**config.mk**
```make
export PLATFORM = sky130hd
export DESIGN_NAME = alu_seq_32_bit
export DESIGN_NICKNAME = d
export VERILOG_FILES = /design/src/rtl/alu_seq_32_bit.sv
export SDC_FILE = /design/constraint.sdc
export NUM_CORES = 1
export LEC_CHECK = 0
export CORE_MARGIN = 4
export CORE_UTILIZATION = 45
export CTS_CLUSTER_DIAMETER = 100
export CTS_CLUSTER_SIZE = 16
export DETAILED_ROUTE_END_ITERATION = 12
export SETUP_SLACK_MARGIN = 0.3
export SYNTH_ARGS = -nofsm -noshare
export SYNTH_HDL_FRONTEND = slang
export SYNTH_SLANG_ARGS = --single-unit
```
**constraint.sdc**
```tcl
create_clock -name clk -period 4.79 [get_ports clk]
set_clock_uncertainty 0.15 [all_clocks]
set_input_delay 1.1975 -clock clk [delete_from_list [all_inputs] [get_ports clk]]
set_output_delay 1.1975 -clock clk [all_outputs]
set_load 0.02 [all_outputs]
```
**src/rtl/alu_seq_32_bit.sv**
```systemverilog
// Registered 32-bit ALU stage: latches operands on start, evaluates logic/arith ops in
// one EXEC cycle, or runs a 32-iteration restoring division for unsigned MOD.
module alu_seq_32_bit (
  input  logic        clk,
  input  logic        reset_n,
  input  logic        start,
  input  logic [2:0]  op,
  input  logic [31:0] a,
  input  logic [31:0] b,
  output logic [31:0] result,
  output logic        zero,
  output logic        busy,
  output logic        done
);

  localparam int DATA_W = 32;

  typedef enum logic [1:0] {IDLE, EXEC, DIV} state_t;

  state_t              state, state_next;
  logic [DATA_W-1:0]   a_l, b_l, q, rem, rem_next, exec_res, fin_res;
  logic [2:0]          op_l;
  logic [4:0]          cnt;
  logic [DATA_W:0]     t, diff;
  logic                accept, finish;

  function automatic logic [DATA_W-1:0] alu_fn(input logic [2:0] f,
                                               input logic [DATA_W-1:0] x,
                                               input logic [DATA_W-1:0] y);
    logic signed [DATA_W-1:0] xs;
    logic signed [DATA_W-1:0] ys;
    logic [DATA_W-1:0]        r;
    xs = x;
    ys = y;
    case (f)
      3'b000:  r = x & y;
      3'b001:  r = x | y;
      3'b010:  r = x ^ y;
      3'b011:  r = ~(x | y);
      3'b100:  r = x + y;
      3'b101:  r = x - y;
      3'b110:  r = (xs < ys) ? {{(DATA_W-1){1'b0}}, 1'b1} : '0;
      default: r = '0;
    endcase
    return r;
  endfunction

  // One restoring-division step; t - b always fits in 32 bits because rem < b.
  always_comb begin
    t        = {rem, q[DATA_W-1]};
    diff     = t - {1'b0, b_l};
    rem_next = (t >= {1'b0, b_l}) ? diff[DATA_W-1:0] : t[DATA_W-1:0];
    exec_res = alu_fn(op_l, a_l, b_l);
    fin_res  = (state == DIV) ? rem_next : exec_res;
  end

  always_comb begin
    state_next = state;
    accept     = 1'b0;
    finish     = 1'b0;
    case (state)
      IDLE: begin
        if (start) begin
          accept     = 1'b1;
          state_next = (op == 3'b111) ? DIV : EXEC;
        end
      end
      EXEC: begin
        finish     = 1'b1;
        state_next = IDLE;
      end
      DIV: begin
        if (cnt == 5'd31) begin
          finish     = 1'b1;
          state_next = IDLE;
        end
      end
      default: state_next = IDLE;
    endcase
  end

  always_ff @(posedge clk) begin
    if (!reset_n) state <= IDLE;
    else          state <= state_next;
  end

  always_ff @(posedge clk) begin
    if (!reset_n) begin
      result <= '0;
      zero   <= 1'b1;
      busy   <= 1'b0;
      done   <= 1'b0;
      cnt    <= '0;
      rem    <= '0;
    end else begin
      done <= 1'b0;
      if (accept) begin
        busy <= 1'b1;
        rem  <= '0;
        cnt  <= '0;
      end
      if (state == DIV) begin
        rem <= rem_next;
        cnt <= cnt + 5'd1;
      end
      if (finish) begin
        busy   <= 1'b0;
        done   <= 1'b1;
        result <= fin_res;
        zero   <= (fin_res == '0);
      end
    end
  end

  // Operand and quotient registers carry data only and need no reset.
  always_ff @(posedge clk) begin
    if (accept) begin
      a_l  <= a;
      b_l  <= b;
      op_l <= op;
      q    <= a;
    end else if (state == DIV) begin
      q <= {q[DATA_W-2:0], 1'b0};
    end
  end

endmodule

```
==> results.sh <==
export IMPL_status="finished clean"
export IMPL_synthFlopType="edfxtp_1"
export IMPL_dr_total_vias=13823
export IMPL_overflow=0
export IMPL_core_area_um2=31560
export IMPL_htree_num_levels=4
export IMPL_maxSlewViolCount=0
export IMPL_antenna_cells=0
export IMPL_portBuffers=104
export IMPL_cp_depth=14
export IMPL_dp_cells=2201
export IMPL_clock_power_share=0.324
export IMPL_wl_per_cell_um=23.51
export IMPL_max_stage_delay_ns=0.44
export IMPL_instances_no_fill=2239
export IMPL_synth_seq_area_share=0.3093
export IMPL_arrival_ns=4.56
export IMPL_ant_nets=0
export IMPL_hold_viol_final=0
export IMPL_crit_fanout=14
export IMPL_setup_tns_ns=0
export IMPL_io_pins=105
export IMPL_cp_num_buf_inv=1
export IMPL_die_w_um=186.9
export IMPL_p_sw_mw=1.634
export IMPL_r2r_setup_slack_ns=0.46
export IMPL_synthArstFlopShare=0
export IMPL_min_path_type="flop to flop"
export IMPL_drtPass1Iterations=5
export IMPL_pre_cts_ws_ns=0.3179
export IMPL_syn_nets=1961
export IMPL_crit_path_end_kind="flop"
export IMPL_ys_ff_latch=173
export IMPL_syn_avg_cell_area_um2=8.230
export IMPL_p_int_mw=3.022
export IMPL_start_kind="flop"
export IMPL_cp_top_family="simple AND/OR/NAND/NOR gates"
export IMPL_slew_headroom=0.3587
export IMPL_power_density_nw_per_um2=279.1
export IMPL_yosys_warnings=0
export IMPL_whs_ns=0.3137
export IMPL_drt_initial_drc_count=1379
export IMPL_cts_made_buffers=17
export IMPL_cts_root_buf="clkbuf_16"
export IMPL_comb_power_share=0.306
export IMPL_startpoint="b_l[22]$_DFFE_PP_"
export IMPL_wl_um=52650
export IMPL_syn_inst=1750
export IMPL_dieArea_um2=34930
export IMPL_initial_core_util=0.4564
export IMPL_rsz0062_at_grt="false"
export IMPL_clk_latency_ns=0.47
export IMPL_cts_tree="yes"
export IMPL_power_leakage_nw=6.632
export IMPL_pwr_share_seq=0.371
export IMPL_place_hpwl_um=40840
export IMPL_peakVddDrop_v=0.0002806
export IMPL_row_count=65
export IMPL_grt_pass1_wl_um=80540
export IMPL_design_area_um2=16680
export IMPL_cpMostUsedCell="nand4_1"
export IMPL_antenna_found_initial=0
export IMPL_clk_pin_slew_ns=0.07
export IMPL_gp_congestion=0.9960
export IMPL_drive_above_1_share=0.09200
export IMPL_fmax_ghz=0.2311
export IMPL_rr_startpoint="b_l[22]$_DFFE_PP_"
export IMPL_cts_buffer_depth=2
export IMPL_viasPerCell=6.174
export IMPL_reg2reg_depth=14
export IMPL_grt_max_degree=117
export IMPL_crit_path_top_delay_cell="nor2_4"
export IMPL_fin_crit_sh=0.9034
export IMPL_die_y_um=186.9
export IMPL_grt_usage=0.2952
export IMPL_min_delay_start="result[3]$_SDFFE_PN0P_"
export IMPL_drc=0
export IMPL_endpoint="zero$_SDFFE_PN1P_"
export IMPL_setup_viol=0
export IMPL_fin_crit_ns=4.327
export IMPL_required_ns=5.03
export IMPL_areaGrowthSynthToFinish_pct=15.80
export IMPL_final_net_count=2035
export IMPL_first_global_vias=13196
export IMPL_synth_edf_count=99
export IMPL_maxCapViolations=0
export IMPL_netlist_area_um2=14400
export IMPL_cp_cell_sequence="inv_1 -> ha_2 -> a21oi_1 -> o21ai_1 -> a31oi_2 -> o41ai_2 -> a221o_2 -> nor2_4 -> mux2i_1 -> nor4_2 -> nand4_1 -> nor4_1 -> nand4_1 -> o311ai_2"
export IMPL_cts_sinks=173
export IMPL_postLayoutSetupSlackWorst_ns=0.4628
export IMPL_dpl_cell_area_um2=15930
export IMPL_switching_share=0.3509
export IMPL_r2r_end="zero$_SDFFE_PN1P_"
export IMPL_tightest_slew_ns=0.9519
export IMPL_critPathKind="flop to flop"
export IMPL_ys_types=97
power groups by stage:
stage	sequential [mW]	clock [mW]	combinational, mW
after CTS	1.73	1.54	1.39
after floorplan	1.76	0	0.877
after detailed placement	1.76	0	1.38
after global placement	1.76	0	1.38
after global routing	1.73	1.61	1.53
final	1.73	1.51	1.42
cell type report:
type / count / area [µm²]
Fill cell: 2987 / 14880
Multi-Input combinational cell: 1361 / 9201
Clock buffer: 17 / 425.4
Tap cell: 402 / 503.0
Clock inverter: 15 / 182.7
Timing Repair Buffer: 155 / 1474
Inverter: 116 / 437.9
Sequential cell: 173 / 4454
metal layers:
layer	vias to the layer above	global-route usage	wire length [µm]
li1	6574	-	-
met1	6633	0.3903	23060
met4	0	0.1192	2136
met3	91	0.04199	2671
met2	525	0.4888	24780
met5	-	0	0
cell usage in the layout (no fill, tap or decap), types with 13 or more instances in the layout:
cell type        netlist  layout
a211oi_1              38      36
a21o_1                22      22
a21oi_1              182     180
a22oi_1               13      13
a31oi_1               26      26
buf_4                  2      47
clkbuf_16              0      17
clkdlybuf4s50_1        0     104
dfxtp_1               74      74
edfxtp_1              99      99
ha_1                 138     134
inv_1                114     114
mux2_2                38      38
mux2i_1               20      20
nand2_1              145     145
nand2b_1              15      15
nand3_1               42      41
nand4_1               27      27
nor2_1               182     180
nor3_1                39      38
o211ai_1              21      21
o21a_1                17      17
o21ai_0              123     123
o31ai_1               24      24
xnor2_1               34      34
Yosys cell counts, types with 7 or more instances:
cell / n / area share
a22oi_1: 13 / 0.0068
a21oi_1: 182 / 0.063
o31ai_1: 24 / 0.013
inv_1: 114 / 0.030
o221ai_1: 7 / 0.0043
nand3_1: 42 / 0.015
clkbuf_1: 67 / 0.017
nor4_1: 11 / 0.0048
nor2_1: 182 / 0.047
xor2_1: 12 / 0.0073
and2_1: 10 / 0.0043
a221oi_1: 7 / 0.0043
a31oi_1: 26 / 0.011
ha_1: 138 / 0.12
and3_1: 12 / 0.0052
a21o_1: 22 / 0.011
o21a_1: 17 / 0.0089
edfxtp_1: 99 / 0.21
buf_1: 13 / 0.0034
o21bai_1: 8 / 0.0042
mux2_2: 38 / 0.030
buf_2: 16 / 0.0056
nor2b_1: 10 / 0.0043
nand2b_1: 15 / 0.0065
o211a_1: 10 / 0.0070
o21ai_0: 123 / 0.043
mux2i_1: 20 / 0.014
or3_1: 10 / 0.0043
o211ai_1: 21 / 0.011
a211oi_1: 38 / 0.020
dfxtp_1: 74 / 0.10
nand4_1: 27 / 0.012
nor3_1: 39 / 0.014
nand2_1: 145 / 0.038
xnor2_1: 34 / 0.021
flip-flops by register name, summed over array words and instances (netlist names):
| register | count |
|---|---|
| b_l | 32 |
| a_l | 32 |
| busy | 1 |
| rem | 32 |
| q | 32 |
| zero | 1 |
| state | 2 |
| cnt | 5 |
| op_l | 3 |
| result | 32 |
| done | 1 |
worst reg2reg max path, stage by stage (launching register included):
cell and delay (ns):
edfxtp_1 0.39, inv_1 0.21, ha_2 0.38, a21oi_1 0.16, o21ai_1 0.15, a31oi_2 0.28, o41ai_2 0.15, a221o_2 0.41
nor2_4 0.45, mux2i_1 0.28, nor4_2 0.33, nand4_1 0.22, nor4_1 0.31, nand4_1 0.14, o311ai_2 0.25
how the worst min path moves through the flow:
stage / endpoint / slack [ns] / cells after the start
2_1_floorplan: cnt[3]$_SDFFE_PN0P_ / 0.29 / 1
3_3_place_gp: result[3]$_SDFFE_PN0P_ / 0.30 / 2
3_5_place_dp: result[3]$_SDFFE_PN0P_ / 0.31 / 2
4_1_cts: result[3]$_SDFFE_PN0P_ / 0.32 / 2
5_1_grt: rem[23]$_SDFFE_PN0P_ / 0.36 / 2
6_report: result[3]$_SDFFE_PN0P_ / 0.31 / 2
per-stage QoR:
| step | util | power [mW] |
|---|---|---|
| final | 0.5285 | 4.655 |
| after floorplan | - | 2.635 |
| after global placement | 0.5048 | 3.136 |
| after detailed placement | 0.5048 | 3.142 |
| after CTS | 0.5242 | 4.653 |
| after global routing | 0.5285 | 4.873 |
cell families after synthesis:
logic type,Yosys count,synth area share
AOI/OAI and AO/OA,581,0.2618
DFF,173,0.3093
adders and majority gates,141,0.1241
and+or+nand+nor,534,0.1737
muxes,59,0.04439
xor gates and xnor gates,46,0.02797
buffers and inverters,216,0.05881
repair_timing:
item,in CTS,in global routing
hold buffers,0,0
setup buffers,0,6
pin swaps,0,3
resized for setup,1,21
setup endpoints to repair,1,1
Note: power is estimated with default switching activity, not from simulation.
